[src/rtl/pipe_scroller.sv]
// Single-pipe obstacle controller: scrolls the pipe left once per frame, respawns it
// at the right edge with an LFSR-chosen ROM height, and pulses "passed" at the bird column.
module pipe_scroller #(
    parameter int          SCREEN_W  = 640,
    parameter int          PIPE_W    = 52,
    parameter int          GAP_H     = 120,
    parameter int          SPEED     = 2,
    parameter int          BIRD_X    = 160,
    parameter logic [7:0]  LFSR_SEED = 8'hA5
) (
    input  logic       clk,
    input  logic       rst_n,
    input  logic       frame_tick,
    input  logic       run,
    input  logic       halt,
    output logic [1:0] rom_idx,
    input  logic [7:0] rom_y,
    output logic [9:0] pipe_x,
    output logic [7:0] gap_top,
    output logic [8:0] gap_bot,
    output logic       pipe_valid,
    output logic       passed
);

    localparam logic [9:0] SPAWN = 10'(SCREEN_W + PIPE_W);
    localparam logic [9:0] SPD   = 10'(SPEED);
    localparam logic [9:0] BX    = 10'(BIRD_X);
    localparam logic [8:0] GAP   = 9'(GAP_H);

    typedef enum logic [1:0] {IDLE, LOAD, RUN, HALT} state_t;

    state_t     state, state_d;
    logic [7:0] lfsr, lfsr_next;
    logic [1:0] rom_idx_d;
    logic [9:0] pipe_x_d, x_step;
    logic [7:0] gap_top_d;
    logic [8:0] gap_bot_d;
    logic       valid_d, passed_d;

    assign lfsr_next = {lfsr[6:0], lfsr[7] ^ lfsr[5] ^ lfsr[4] ^ lfsr[3]};
    assign x_step    = pipe_x - SPD;

    always_ff @(posedge clk or negedge rst_n) begin
        if (!rst_n) begin
            state <= IDLE;
        end else begin
            state <= state_d;
        end
    end

    always_ff @(posedge clk or negedge rst_n) begin
        if (!rst_n) begin
            lfsr       <= LFSR_SEED;
            rom_idx    <= '0;
            pipe_x     <= SPAWN;
            gap_top    <= '0;
            gap_bot    <= '0;
            pipe_valid <= 1'b0;
            passed     <= 1'b0;
        end else begin
            lfsr       <= lfsr_next;
            rom_idx    <= rom_idx_d;
            pipe_x     <= pipe_x_d;
            gap_top    <= gap_top_d;
            gap_bot    <= gap_bot_d;
            pipe_valid <= valid_d;
            passed     <= passed_d;
        end
    end

    always_comb begin
        state_d   = state;
        rom_idx_d = rom_idx;
        pipe_x_d  = pipe_x;
        gap_top_d = gap_top;
        gap_bot_d = gap_bot;
        valid_d   = pipe_valid;
        passed_d  = 1'b0;

        case (state)
            IDLE: begin
                pipe_x_d = SPAWN;
                valid_d  = 1'b0;
                if (run) begin
                    rom_idx_d = lfsr_next[1:0];
                    state_d   = LOAD;
                end
            end
            LOAD: begin
                if (!run) begin
                    state_d  = IDLE;
                    pipe_x_d = SPAWN;
                    valid_d  = 1'b0;
                end else begin
                    // latch completes even when halt arrives in this cycle
                    gap_top_d = rom_y;
                    gap_bot_d = {1'b0, rom_y} + GAP;
                    valid_d   = 1'b1;
                    state_d   = halt ? HALT : RUN;
                end
            end
            RUN: begin
                if (!run) begin
                    state_d  = IDLE;
                    pipe_x_d = SPAWN;
                    valid_d  = 1'b0;
                end else if (halt) begin
                    state_d = HALT;
                end else if (frame_tick) begin
                    if (pipe_x <= SPD) begin
                        pipe_x_d  = SPAWN;
                        rom_idx_d = lfsr_next[1:0];
                        valid_d   = 1'b0;
                        state_d   = LOAD;
                    end else begin
                        pipe_x_d = x_step;
                        passed_d = (pipe_x >= BX) && (x_step < BX);
                    end
                end
            end
            HALT: begin
                if (!run) begin
                    state_d  = IDLE;
                    pipe_x_d = SPAWN;
                    valid_d  = 1'b0;
                end
            end
            default: state_d = IDLE;
        endcase
    end

endmodule

[config.mk]
export PLATFORM = sky130hd
export DESIGN_NAME = pipe_scroller
export DESIGN_NICKNAME = d
export VERILOG_FILES = /design/src/rtl/pipe_scroller.sv
export SDC_FILE = /design/constraint.sdc
export NUM_CORES = 1
export LEC_CHECK = 0
export ABC_AREA = 0
export BUFFER_PORTS_ARGS = -buffer_cell sky130_fd_sc_hd__buf_2
export CAP_MARGIN = 15
export CORE_ASPECT_RATIO = 1.5
export CORE_MARGIN = 2
export CORE_UTILIZATION = 25
export DETAILED_ROUTE_END_ITERATION = 7
export PLACE_DENSITY_LB_ADDON = 0.12
export SKIP_CTS_REPAIR_TIMING = 1
export SYNTH_ARGS = -nofsm -noshare
export SYNTH_HDL_FRONTEND = slang
export SYNTH_SLANG_ARGS = --single-unit
export TNS_END_PERCENT = 10
[constraint.sdc]
create_clock -name clk -period 2.3 [get_ports clk]
set_input_delay 0.115 -clock clk [delete_from_list [all_inputs] [get_ports clk]]
set_output_delay 0.115 -clock clk [all_outputs]
set_load 0.005 [all_outputs]
Word level (Yosys, flattened, before mapping)
Index checks and enable logic that the tools add are counted.
{"block": "word_totals", "reg_bits": 41, "inputBits": 13, "output_inout_bits": 31, "wordCells": 73}
{"block": "classes", "n_addsub": 2, "magnitude_cmp": 3, "n_eq_ne": 15, "n_mux": 33, "bitwise": 3, "n_reduce_logical": 9}
{"operator": "$mux W10", "count": 5}
{"operator": "$pmux W10 S3", "count": 1}
{"operator": "$mux W2", "count": 12}
{"operator": "$ne A2 B2 Y1 const B", "count": 7}
{"operator": "$mux W1", "count": 12}
{"operator": "$ge A10 B8 Y1 const B", "count": 1}
{"operator": "$le A10 B2 Y1 const B", "count": 1}
{"operator": "$lt A10 B8 Y1 const B", "count": 1}
{"operator": "$sub A10 B2 Y10 const B", "count": 1}
{"operator": "$add A8 B7 Y9 const B", "count": 1}
{"operator": "$ne A3 B3 Y1 const B", "count": 3}
{"operator": "$ne A4 B4 Y1 const B", "count": 2}
{"operator": "$pmux W2 S4", "count": 1}
{"operator": "$reduce_and A4 Y1", "count": 2}
{"operator": "$reduce_and A6 Y1", "count": 1}
{"operator": "$eq A2 B2 Y1 const B", "count": 2}
{"operator": "$pmux W1 S4", "count": 1}
{"operator": "$pmux W2 S2", "count": 1}
{"operator": "$reduce_and A3 Y1", "count": 1}
{"operator": "$xor A1 B1 Y1", "count": 3}
{"operator": "$eq A2 B1 Y1 const B", "count": 1}
{"operator": "$logic_not A2 Y1", "count": 1}
{"operator": "$reduce_and A2 Y1", "count": 1}
{"operator": "$reduce_bool A2 Y1", "count": 1}
{"operator": "other kinds (2)", "count": 2}

Depth between registers and ports, before layout
Gate-level depths: netlist of the first run.
{"block": "depth", "word_depth": 8, "mapped_depth": 7, "mapped_depth_nobuf": 6}

Least setup slack after synthesis of the first run
Ideal clock, no wire load.
{"block": "synth_path", "path_kind": "register -> register", "startpoint": "register pipe_x[2]", "endpoint": "register pipe_x[6]", "setup_time_ns": 0.065, "arrival_time_ns": 1.633, "required_time_ns": 2.235, "setup_slack_ns": 0.602, "stages_incl_launch_ff": 7, "path_buffers": 0, "synth_period_minus_slack_ns": 1.698, "cell_sequence": "dfstp_2 inv_1 ha_1 o21bai_1 a311o_1 nor4_1 a211o_1"}
{"block": "synth_via", "elab_chain_cells": 6, "word_cells_on_any_way": 7, "classes_between": "add/sub: 1; order compare: 1; mux: 5"}
{"element": "start, declared", "line": "18", "rtl": "output logic [9:0] pipe_x,"}
{"element": "start signal, assigned", "line": "63", "rtl": "pipe_x <= pipe_x_d;"}
{"element": "$sub A10 B2 Y10 / $le A10 B2 Y1 (equally long branches)", "line": "41, 110"}
{"element": "$mux W10 (*)", "line": "110", "rtl": "if (pipe_x <= SPD) begin"}
{"element": "$mux W10 (*)", "line": "109", "rtl": "end else if (frame_tick) begin"}
{"element": "$mux W10 (*)", "line": "107", "rtl": "end else if (halt) begin"}
{"element": "$mux W10 (*)", "line": "103", "rtl": "if (!run) begin"}
{"element": "$pmux W10 S3 (*)", "line": "80", "rtl": "case (state)"}
Mark *: on every way between the ends. The rest lies on a longest branch, timed or not. The select of a mux whose other input is x is not followed.
A chain may end at the register's enable or synchronous reset.

Worst setup path after layout of the first run
{"block": "layout_path", "startpoint": "register pipe_x[1]", "endpoint": "register pipe_x[7]"}
The elaborated chain is that of the path after synthesis.

==> results of run 1 <==
-- cells in the final DEF, fill, tap and decap left out, types with 4 or more instances in the layout --
| cell | netlist | final |
|---|---|---|
| sky130_fd_sc_hd__buf_2 | 2 | 42 |
| sky130_fd_sc_hd__clkbuf_8 | 0 | 6 |
| sky130_fd_sc_hd__dfrtp_1 | 28 | 28 |
| sky130_fd_sc_hd__dfstp_2 | 9 | 9 |
| sky130_fd_sc_hd__inv_1 | 7 | 7 |
| sky130_fd_sc_hd__mux2_2 | 6 | 6 |
| sky130_fd_sc_hd__nand2_1 | 12 | 12 |
| sky130_fd_sc_hd__nor2_1 | 7 | 7 |
| sky130_fd_sc_hd__nor3_1 | 8 | 8 |
| sky130_fd_sc_hd__nor3b_1 | 8 | 8 |
| sky130_fd_sc_hd__o21ai_0 | 11 | 11 |
| sky130_fd_sc_hd__o22ai_1 | 4 | 4 |
| sky130_fd_sc_hd__xnor2_1 | 4 | 4 |
-- worst register-to-register path: stages (launching register included) --
cell                       delay, ns
sky130_fd_sc_hd__dfrtp_1        0.44
sky130_fd_sc_hd__inv_1          0.12
sky130_fd_sc_hd__ha_1           0.20
sky130_fd_sc_hd__or3b_2         0.52
sky130_fd_sc_hd__nor3_1         0.22
sky130_fd_sc_hd__nor3_1         0.09
sky130_fd_sc_hd__a211oi_1       0.24
-- layer usage --
| metal | share of wire, % | global-route usage [%] | vias up |
|---|---|---|---|
| met5 | 0 | 0 | - |
| met4 | 2.5 | 4.89 | 0 |
| met3 | 5.5 | 3.20 | 12 |
| met2 | 51 | 19.7 | 44 |
| met1 | 41 | 12.2 | 638 |
| li1 | - | - | 652 |
-- metrics by stage --
| stage | power (W) | hold slack (ns) | util (%) | std cells | area, um2 |
|---|---|---|---|---|---|
| floorplan | 0.000972 | -0.181 | - | 160 | 1770 |
| global placement | 0.00111 | 0.287 | 29.8 | 272 | 2040 |
| detailed placement | 0.00111 | 0.289 | 29.8 | 272 | 2040 |
| CTS | 0.00172 | -0.0373 | 31.5 | 280 | 2160 |
| global route | 0.00180 | 0.0366 | 31.7 | 281 | 2170 |
| finish | 0.00168 | 0.0630 | 31.7 | 281 | 2170 |
-- flip-flops by register name (all words and copies together), names as in the netlist --
register	cells
gap_top	8
pipe_valid	1
lfsr	8
state	2
gap_bot	6
passed	1
pipe_x	9
rom_idx	2
-- path summary, 6_finish.rpt --
| path | from | slack (ns) | end |
|---|---|---|---|
| max in group asynchronous | rst_n | 1.29 | pipe_x[1]$_DFFE_PN0P_ |
| max reg2reg | pipe_x[1]$_DFFE_PN0P_ | 0.37 | pipe_x[7]$_DFFE_PN1P_ |
| min reg2reg | lfsr[6]$_DFF_PN0_ | 0.37 | lfsr[7]$_DFF_PN1_ |
| min | rom_y[3] | 0.06 | gap_bot[3]$_DFFE_PN0P_ |
| min in group asynchronous | rst_n | 0.48 | gap_top[2]$_DFFE_PN0P_ |
| max | pipe_x[1]$_DFFE_PN0P_ | 0.37 | pipe_x[7]$_DFFE_PN1P_ |
-- power by group through the flow --
| stage | clock (W) | combinational, W | sequential (W) |
|---|---|---|---|
| detailed placement | 0 | 0.000304 | 0.000808 |
| CTS | 0.000622 | 0.000304 | 0.000796 |
| floorplan | 0 | 0.000168 | 0.000804 |
| global route | 0.000651 | 0.000339 | 0.000807 |
| finish | 0.000588 | 0.000298 | 0.000792 |
| global placement | 0 | 0.000305 | 0.000806 |
-- layout make-up --
type,count,area (um2)
multi-input combinational,105,746
tap,78,97.6
inverter,7,26.3
timing repair buffer,46,243
sequential,37,937
fill,729,4680
clock buffer,6,82.6
clock inverter,2,37.5
-- cells by family (layout without fill, tap and decap cells) --
kind of cell	after synthesis	in the layout	synth area share [%]
AO/OA/AOI/OAI	33	33	12.2
XOR/XNOR	6	6	2.97
adder cells (fa/ha/maj)	3	3	2.12
buffers and inverters	18	61	5.01
flip-flops	37	37	52.9
multiplexers	10	10	6.21
other	1	1	0.212
AND/OR/NAND/NOR	52	52	18.4
==> results.rst, run 1 <==
.. list-table::
   :header-rows: 1

   * - Metric
     - Value
   * - CTS HTree Levels
     - 2
   * - Number of hold violations in the final report
     - 0
   * - Number of standard cells after synthesis
     - 160
   * - Setup slack after placement
     - 0.359 ns
   * - Post-synthesis cell type with the largest combined area
     - sky130_fd_sc_hd__dfrtp_1
   * - Share of power burned in combinational logic
     - 17.8%
   * - Share of the clock period used by the worst path after layout
     - 83.9%
   * - Root buffer selected by CTS
     - sky130_fd_sc_hd__clkbuf_8
   * - Cell with the largest stage delay on the worst path
     - sky130_fd_sc_hd__or3b_2
   * - Relative slew margins
     - 43.2%
   * - Number of nets in the layout
     - 218
   * - Total of endpoints with negative setup slack in the final report
     - 0
   * - Most area-consuming cells after synthesis
     - sky130_fd_sc_hd__dfrtp_1 (40%), sky130_fd_sc_hd__dfstp_2 (13%), sky130_fd_sc_hd__mux2_2 (3.8%)
   * - Fraction of power consumed by sequential logic
     - 47.2%
   * - Area Overhead vs Synth
     - 22.5%
   * - Data arrival at the endpoint of the critical path
     - 2.13 ns
   * - GRT Util Overall
     - 11.2%
   * - Final total negative setup slack
     - 0 ns
   * - Wire length per cell after detailed routing
     - 14.5 um
   * - Horizontal extent of the die
     - 72.7 um
   * - DP Wirelength
     - 3030 um
   * - Maximum achievable frequency
     - 518 MHz
   * - Clock buffer count from CTS
     - 5
   * - Bufs on Longest Clock Path
     - 2
   * - Post-CTS clock slew at the launch and capture registers of the worst setup and hold paths
     - 0.08 ns
   * - Internal power
     - 0.00124 W
   * - Post-synthesis cell type count
     - 44
   * - Number of register bits inferred by synthesis
     - 37
   * - Via/cell ratio
     - 4.79
   * - Min-Delay Path Class
     - input pin to flop
   * - Number of max-cap violations
     - 0
   * - Top fanout value on the critical path
     - 6
   * - Drt initial violations
     - 33
   * - # diodes
     - 0
   * - Total via count in the routed design
     - 1,346
   * - Die Area
     - 7790 um2
   * - Number of clock sinks
     - 37
   * - Launching element type of the critical path
     - flop
   * - Share of synthesized flip-flops with an asynchronous set or reset
     - 100%
   * - Share of cells above drive strength 1
     - 36.5%
   * - Pin count of the biggest net entering global routing
     - 38
   * - Worst Slack Setup Final
     - 0.370 ns
   * - Delay of the slowest cell on the worst path
     - 0.52 ns
   * - Most used cell along the critical path
     - sky130_fd_sc_hd__nor3_1
   * - Worst Hold Depth
     - 2
   * - Sw Ratio
     - 25.8%
   * - Sum of routed wire length over all layers
     - 4060 um
   * - Remaining global-route overflow
     - 0
   * - Synth warn
     - 0
   * - Residual antenna-violating net count after detailed routing
     - 0
   * - Worst Max-Slew Pin Slew
     - 0.851 ns
   * - Most instantiated library cell after synthesis
     - sky130_fd_sc_hd__dfrtp_1
   * - Dominant delay contributor by cell family on the critical path
     - simple AND/OR/NAND/NOR gates
   * - Clk_lat worst skew
     - 0.29 ns
   * - Switching pwr
     - 0.000433 W
   * - Clock tree from TritonCTS
     - yes
   * - Routability congestion estimate
     - 0.762
   * - Initial Util
     - 25.9%
   * - Antenna violations before repair
     - 0
   * - RSZ-0062 raised after global routing
     - false
   * - Crit path depth
     - 6
   * - Number of enable-type register cells in the synthesized netlist
     - 0
   * - Final count of pins violating max slew
     - 0
   * - Global-route wire length before repair
     - 6690 um
   * - Layout Skew
     - 0.00689 ns
   * - Worst ir drop on vdd
     - 0.000225 V
   * - Sort of element at the end of the critical path
     - flop
   * - Via count of the first global-routing pass
     - 1,385
   * - Power density cells
     - 773 nW/um2
   * - CP Data Required Time
     - 2.50 ns
   * - Height of the die
     - 107 um
   * - Count of buffers from port buffering
     - 42
   * - Sequential element share of the synthesized area
     - 52.9%
   * - Post-layout min period
     - 1.93 ns
   * - Area inside the core boundary
     - 6850 um2
   * - Number of cell rows
     - 37
   * - Synth top cells by count
     - sky130_fd_sc_hd__dfrtp_1 (28), sky130_fd_sc_hd__nand2_1 (12), sky130_fd_sc_hd__o21ai_0 (11)
   * - Crit Path Category
     - flop to flop
   * - Residual DRC count
     - 0
   * - Synthesized area per cell
     - 11.1 um2
   * - Outcome
     - finished, final reports clean
   * - Length in cells of the worst reg-to-reg path
     - 6
   * - Crit path buf inv count
     - 1
   * - Area fraction of the dominant cell type after synthesis
     - 39.5%
   * - First-pass iteration count of the detailed router
     - 4
   * - Number of placed I/O pins
     - 44
   * - List of cells traversed by the critical path
     - inv_1 -> ha_1 -> or3b_2 -> nor3_1 -> nor3_1 -> a211oi_1
   * - Synth Flop Type
     - sky130_fd_sc_hd__dfrtp_1
   * - Total nets after synthesis
     - 176
   * - Clock network power share
     - 35.0%
   * - Leak
     - 1.02 nW
   * - Cell Area, Synth
     - 1770 um2
Power figures use the tool's default switching activity.
==> run 2, diff against run 1 <==
Settings changed: ABC_AREA 0 to 1.
Clock period 2.3 ns to 1.7 ns, I/O delays scaled along.
==> run 2 against run 1 <==
- the flow now finishes with violations (hold timing)
- core utilization up 0.12 points
- fmax up 29%
- total power grew 97%
- flip-flop and latch count unchanged
- synthesized cell count is 28% higher
- count of clock-buffer cells in the layout unchanged
- via count is 8.7% higher
- clock skew fell by 0.0032 ns
- largest cell class unchanged
- largest power group unchanged
- highest routed layer unchanged
==> results.rst, run 2 <==
.. list-table::
   :header-rows: 1

   * - Metric
     - Value
   * - Outcome
     - finished, violations left
   * - Violated checks
     - hold timing
   * - Multiplexer fraction of the synthesized cell area
     - 0%
   * - Clock buffer count from CTS
     - 5
   * - First-pass iteration count of the detailed router
     - 4
   * - Leading registers by flop count
     - pipe_x x9, gap_top x8, lfsr x8
   * - Maximum achievable frequency
     - 669 MHz
   * - Area fraction of the dominant cell type after synthesis
     - 38.4%
   * - Power density cells
     - 1460 nW/um2
   * - Launching element type of the critical path
     - flop
   * - Total nets after synthesis
     - 220
   * - Total of endpoints with negative setup slack in the final report
     - 0
   * - Number of placed I/O pins
     - 44
   * - Via/cell ratio
     - 4.39
   * - Worst Hold Depth
     - 3
   * - Synthesized area per cell
     - 8.94 um2
   * - Cell Area, Synth
     - 1820 um2
   * - Post-layout min period
     - 1.49 ns
   * - GRT Util Overall
     - 12.3%
   * - Bufs on Longest Clock Path
     - 2
   * - RSZ-0062 raised after global routing
     - false
   * - Worst Hold Margin
     - -0.00399 ns
   * - Sequential element share of the synthesized area
     - 51.4%
   * - Leak
     - 1.16 nW
   * - Synth Flop Type
     - sky130_fd_sc_hd__dfrtp_1
   * - Clk_lat worst skew
     - 0.29 ns
   * - Number of enable-type register cells in the synthesized netlist
     - 0
   * - Number of cell rows
     - 38
   * - Most common cell after layout, fill and taps aside
     - sky130_fd_sc_hd__nand2_1
   * - Pin count of the biggest net entering global routing
     - 23
   * - Length in cells of the worst reg-to-reg path
     - 9
   * - Drt initial violations
     - 68
   * - Share of synthesized flip-flops with an asynchronous set or reset
     - 100%
   * - Remaining global-route overflow
     - 0
   * - Horizontal extent of the die
     - 73.7 um
   * - Worst ir drop on vdd
     - 0.000451 V
   * - # diodes
     - 0
   * - Main combinational cell family by area after synthesis
     - simple AND/OR/NAND/NOR gates
   * - Routability congestion estimate
     - 0.777
   * - Antenna violations before repair
     - 0
   * - Die Area
     - 8010 um2
   * - Clock tree from TritonCTS
     - yes
   * - Most area-consuming cells after synthesis
     - sky130_fd_sc_hd__dfrtp_1 (38%), sky130_fd_sc_hd__dfstp_2 (13%), sky130_fd_sc_hd__nand2_1 (12%)
   * - Number of nets in the layout
     - 268
   * - Post-synthesis cell type count
     - 32
   * - Synth top cells by count
     - sky130_fd_sc_hd__nand2_1 (58), sky130_fd_sc_hd__dfrtp_1 (28), sky130_fd_sc_hd__inv_1 (17)
   * - Number of standard cells after synthesis
     - 204
   * - Flip-flop count of the largest register after layout
     - 9
   * - Sort of element at the end of the critical path
     - flop
   * - Fillers
     - 775
   * - Most instantiated library cell after synthesis
     - sky130_fd_sc_hd__nand2_1
   * - Top fanout value on the critical path
     - 6
   * - Number of clock sinks
     - 37
   * - Final count of pins violating max slew
     - 0
   * - Final std cells w/o fill
     - 333
   * - Number of hold violations in the final report
     - 1
   * - CTS HTree Levels
     - 2
   * - Total via count in the routed design
     - 1,463
   * - Number of register bits inferred by synthesis
     - 37
   * - Layout Skew
     - 0.00370 ns
   * - Final total negative setup slack
     - 0 ns
   * - Via count of the first global-routing pass
     - 1,526
   * - Placed cell count
     - 323
   * - Root buffer selected by CTS
     - sky130_fd_sc_hd__clkbuf_8
   * - Parity-gate share of the synthesized area counting xor and xnor cells
     - 3.84%
   * - Share of the clock period used by the worst path after layout
     - 87.9%
   * - Compound-gate portion of the synthesized area
     - 7.68%
   * - Count of buffers from port buffering
     - 42
   * - Synth warn
     - 0
   * - Highest-count cells in the layout ignoring fill and taps
     - sky130_fd_sc_hd__nand2_1 (56), sky130_fd_sc_hd__buf_2 (42), sky130_fd_sc_hd__dfrtp_1 (28)
   * - Simple-gate share of the synthesized area
     - 27.4%
   * - Residual antenna-violating net count after detailed routing
     - 0
   * - Top register by number of flip-flops
     - pipe_x
   * - Sum of routed wire length over all layers
     - 4310 um
   * - Height of the die
     - 109 um
   * - Data arrival at the endpoint of the critical path
     - 1.71 ns
   * - DP Wirelength
     - 3390 um
   * - Wire length per cell after detailed routing
     - 12.9 um
   * - Number of max-cap violations
     - 0
   * - Post-CTS clock slew at the launch and capture registers of the worst setup and hold paths
     - 0.08 ns
   * - Area inside the core boundary
     - 7130 um2
   * - Crit Path Category
     - flop to flop
   * - Residual DRC count
     - 0
   * - Share of cells above drive strength 1
     - 34.0%
   * - Global-route wire length before repair
     - 7400 um
   * - Min-Delay Path Class
     - input pin to flop
   * - CP Data Required Time
     - 1.91 ns
   * - Post-synthesis cell type with the largest combined area
     - sky130_fd_sc_hd__dfrtp_1
   * - Area Overhead vs Synth
     - 24.3%
   * - Synth Area in Adders
     - 2.06%
   * - Initial Util
     - 25.6%
==> run 2: cell types whose count changed after synthesis, sizes merged, moves of 4 or more <==
cell and change:
nor2 +12, o21ai +6, nor3 -7, inv +17, nand2 +50, nor3b -8
nand3 +14, mux2 -8, clkbuf -4
==> run 2: where the power goes <==
group | internal, W | switching, W
Clock | 0.000477 | 0.000322
Combinational | 0.000469 | 0.000714
Sequential | 0.00114 | 0.000183
Total | 0.00209 | 0.00122
==> run 2: worst paths after layout <==
kind | start | endpoint | slack (ns)
max | pipe_x[2]$_DFFE_PN1P_ | pipe_x[8]$_DFFE_PN0P_ | 0.21
min | rom_y[1] | gap_top[1]$_DFFE_PN0P_ | -0.004
max reg2reg | pipe_x[2]$_DFFE_PN1P_ | pipe_x[8]$_DFFE_PN0P_ | 0.21
min reg2reg | lfsr[1]$_DFF_PN0_ | lfsr[2]$_DFF_PN1_ | 0.36
max in group asynchronous | rst_n | pipe_x[7]$_DFFE_PN1P_ | 0.83
min in group asynchronous | rst_n | gap_top[3]$_DFFE_PN0P_ | 0.27
==> run 2: worst max-delay path, stage by stage, from the launching register on <==
cell                      delay [ns]
sky130_fd_sc_hd__dfstp_2        0.54
sky130_fd_sc_hd__inv_2          0.06
sky130_fd_sc_hd__ha_1           0.17
sky130_fd_sc_hd__inv_1          0.05
sky130_fd_sc_hd__nor2_1         0.03
sky130_fd_sc_hd__nand4_1        0.15
sky130_fd_sc_hd__nand3_4        0.14
sky130_fd_sc_hd__nor2_4         0.15
sky130_fd_sc_hd__nand2_1        0.06
sky130_fd_sc_hd__o21ai_1        0.07
==> run 2: metrics by stage <==
stage,instance area (um2),util (%),worst slack (ns),total power [W],hold slack (ns)
after global placement,2120,29.7,0.123,0.00255,0.0479
after detailed placement,2120,29.7,0.123,0.00254,0.0528
after global routing,2270,31.8,0.0173,0.00362,0.00207
final,2270,31.8,0.206,0.00331,-0.00399
after floorplan,1820,-,0.291,0.00211,-0.211
after CTS,2240,31.4,0.106,0.00337,-0.275
==> run 2: final cells by class <==
class / instances / area, um2 / area share [%]
multi-input combinational: 137 / 762 / 33.6
sequential: 37 / 937 / 41.3
inverter: 24 / 95.1 / 4.19
tap: 80 / 100 / 4.42
clock inverter: 2 / 37.5 / 1.66
clock buffer: 6 / 82.6 / 3.64
timing repair buffer: 47 / 253 / 11.1
==> run 2: cell families (layout without fill, tap and decap cells) <==
logic type / after synthesis / after routing
AND/OR/NAND/NOR: 101 / 101
flip-flops: 37 / 37
buffers and inverters: 30 / 79
AO/OA/AOI/OAI: 24 / 24
XOR/XNOR: 8 / 8
adder cells (fa/ha/maj): 3 / 3
other: 1 / 1
==> run 2: layer usage <==
| metal | global-route usage [%] | vias up | wire, um |
|---|---|---|---|
| li1 | - | 743 | - |
| met3 | 3.23 | 7 | 194 |
| met4 | 5.06 | 0 | 73 |
| met2 | 21.3 | 36 | 2270 |
| met1 | 14.1 | 677 | 1780 |
| met5 | 0 | - | 0 |
==> run 3, diff against run 2 <==
Clock period 1.7 ns to 1.8 ns, I/O delays scaled along.
==> run 3 against run 2 <==
- the run now ends clean
- clock power is 29% lower
- first-iteration DRC count shrank 8.8%
- sequential power is 5% lower
- hold slack gained 0.016 ns
- via count shrank 1.2%
- critical path type unchanged
==> results.rst, run 3 (synthesis results as in run 2) <==
.. list-table::
   :header-rows: 1

   * - Metric
     - Value
   * - Sw Ratio
     - 39.1%
   * - Bufs on Longest Clock Path
     - 2
   * - Share of the clock period used by the worst path after layout
     - 86.8%
   * - Global-route wire length before repair
     - 7180 um
   * - Layout Skew
     - 0.00877 ns
   * - Number of max-cap violations
     - 0
   * - Leak
     - 1.13 nW
   * - Sort of element at the end of the critical path
     - flop
   * - Outcome
     - finished, final reports clean
   * - Horizontal extent of the die
     - 73.7 um
   * - Height of the die
     - 109 um
   * - CP Data Required Time
     - 1.99 ns
   * - Flip-flop count of the largest register after layout
     - 9
   * - First-pass iteration count of the detailed router
     - 4
   * - Via count of the first global-routing pass
     - 1,522
   * - Post-layout min period
     - 1.56 ns
   * - Data arrival at the endpoint of the critical path
     - 1.75 ns
   * - Sum of routed wire length over all layers
     - 4340 um
   * - Number of hold violations in the final report
     - 0
   * - Clock buffer count from CTS
     - 5
   * - Clock tree from TritonCTS
     - yes
   * - Global-route track usage on met1
     - 12.9%
   * - Initial Util
     - 25.6%
   * - Number of placed I/O pins
     - 44
   * - Switching pwr
     - 0.00114 W
   * - Residual antenna-violating net count after detailed routing
     - 0
   * - Worst ir drop on vdd
     - 0.000455 V
   * - Highest-count cells in the layout ignoring fill and taps
     - sky130_fd_sc_hd__nand2_1 (58), sky130_fd_sc_hd__buf_2 (42), sky130_fd_sc_hd__dfrtp_1 (28)
   * - Crit Path Category
     - flop to flop
   * - Final total negative setup slack
     - 0 ns
   * - Drt initial violations
     - 62
   * - CTS HTree Levels
     - 2
   * - Global-route met2 utilization
     - 21.5%
   * - GRT Util Overall
     - 11.8%
   * - Area inside the core boundary
     - 7130 um2
   * - Total of endpoints with negative setup slack in the final report
     - 0
   * - Remaining global-route overflow
     - 0
   * - Number of clock sinks
     - 37
   * - Grt met3 use
     - 2.87%
   * - Min-Delay Path Class
     - input pin to flop
   * - Fraction of power consumed by sequential logic
     - 43.0%
   * - Clk_lat worst skew
     - 0.28 ns
   * - Share of cells above drive strength 1
     - 31.9%
   * - Final count of pins violating max slew
     - 0
   * - Final std cells w/o fill
     - 331
   * - Placed cell count
     - 321
   * - Residual DRC count
     - 0
   * - RSZ-0062 raised after global routing
     - false
   * - Fillers
     - 777
   * - Internal power
     - 0.00178 W
   * - Antenna violations before repair
     - 0
   * - Clock network power share
     - 19.3%
   * - Power density cells
     - 1330 nW/um2
   * - Launching element type of the critical path
     - flop
   * - Wire length per cell after detailed routing
     - 13.1 um
   * - Root buffer selected by CTS
     - sky130_fd_sc_hd__clkbuf_8
   * - Die Area
     - 8010 um2
   * - Total via count in the routed design
     - 1,445
   * - Number of nets in the layout
     - 266
   * - # diodes
     - 0
   * - Via/cell ratio
     - 4.37
   * - Top fanout value on the critical path
     - 5
   * - Leading registers by flop count
     - pipe_x x9, gap_top x8, lfsr x8
   * - Area Overhead vs Synth
     - 20.9%
   * - Post-CTS clock slew at the launch and capture registers of the worst setup and hold paths
     - 0.08 ns
   * - Count of buffers from port buffering
     - 42
   * - DP Wirelength
     - 3290 um
   * - Share of power burned in combinational logic
     - 37.7%
   * - Most common cell after layout, fill and taps aside
     - sky130_fd_sc_hd__nand2_1
   * - Global-route layer with the greatest usage
     - met2
   * - Top register by number of flip-flops
     - pipe_x
   * - Pin count of the biggest net entering global routing
     - 38
   * - Maximum achievable frequency
     - 640 MHz
   * - Routability congestion estimate
     - 0.782
   * - Number of cell rows
     - 38
## run 3: cell types whose count changed in the layout (fill, tap and decap cells not counted), sizes merged
| cell | change |
|---|---|
| buf | -2 |
| clkinvlp | -1 |
| clkinv | +2 |
| bufinv | -1 |
## run 3: critical path, stage by stage (launching register included)
cell and delay [ns]:
sky130_fd_sc_hd__dfrtp_1 0.43, sky130_fd_sc_hd__inv_1 0.16, sky130_fd_sc_hd__ha_1 0.22, sky130_fd_sc_hd__nand2_1 0.14, sky130_fd_sc_hd__nor2_1 0.16, sky130_fd_sc_hd__xor2_1 0.19, sky130_fd_sc_hd__nor2_1 0.07, sky130_fd_sc_hd__nand2_1 0.06
sky130_fd_sc_hd__nor2_1 0.04
## run 3: worst paths after layout
kind	from	depth (start not counted)	endpoint	slack, ns
worst max-delay path	pipe_x[1]$_DFFE_PN0P_	8	passed$_DFF_PN0_	0.24
worst min-delay path	rom_y[1]	3	gap_top[1]$_DFFE_PN0P_	0.01
worst max register to register	pipe_x[1]$_DFFE_PN0P_	8	passed$_DFF_PN0_	0.24
worst min register to register	lfsr[6]$_DFF_PN0_	0	lfsr[7]$_DFF_PN1_	0.36
max in group asynchronous	rst_n	3	lfsr[5]$_DFF_PN1_	1.04
min in group asynchronous	rst_n	3	gap_top[2]$_DFFE_PN0P_	0.39
## run 3: power by group through the flow
stage	logic [W]	registers, W	clock network, W
finish	0.00110	0.00126	0.000565
detailed placement	0.00112	0.00127	0
global placement	0.00112	0.00127	0
global route	0.00127	0.00129	0.000630
floorplan	0.000723	0.00127	0
CTS	0.00112	0.00126	0.000601
## run 3: layer usage
| metal | share of wire, % | vias up | wire [um] |
|---|---|---|---|
| met3 | 4.5 | 4 | 193 |
| li1 | - | 738 | - |
| met2 | 54 | 39 | 2340 |
| met4 | 1.5 | 0 | 63 |
| met5 | 0 | - | 0 |
| met1 | 40 | 664 | 1740 |
## run 3: layout make-up
type | count | area (um2) | area share, %
timing repair buffer | 45 | 238 | 10.8
clock buffer | 6 | 72.6 | 3.29
inverter | 24 | 95.1 | 4.31
sequential | 37 | 937 | 42.5
tap | 80 | 100 | 4.54
clock inverter | 2 | 10.0 | 0.454
multi-input combinational | 137 | 752 | 34.1
## run 3: stage by stage
step / cell area [um2] / utilization (%) / worst slack [ns] / hold WS, ns / total power, W
6_report: 2200 / 30.9 / 0.237 / 0.0121 / 0.00292
5_1_grt: 2200 / 30.9 / 0.0345 / 0.0138 / 0.00318
4_1_cts: 2180 / 30.6 / 0.210 / -0.139 / 0.00299
3_5_place_dp: 2100 / 29.5 / 0.228 / 0.177 / 0.00240
3_3_place_gp: 2100 / 29.5 / 0.212 / 0.181 / 0.00239
2_1_floorplan: 1820 / - / 0.391 / -0.206 / 0.00199
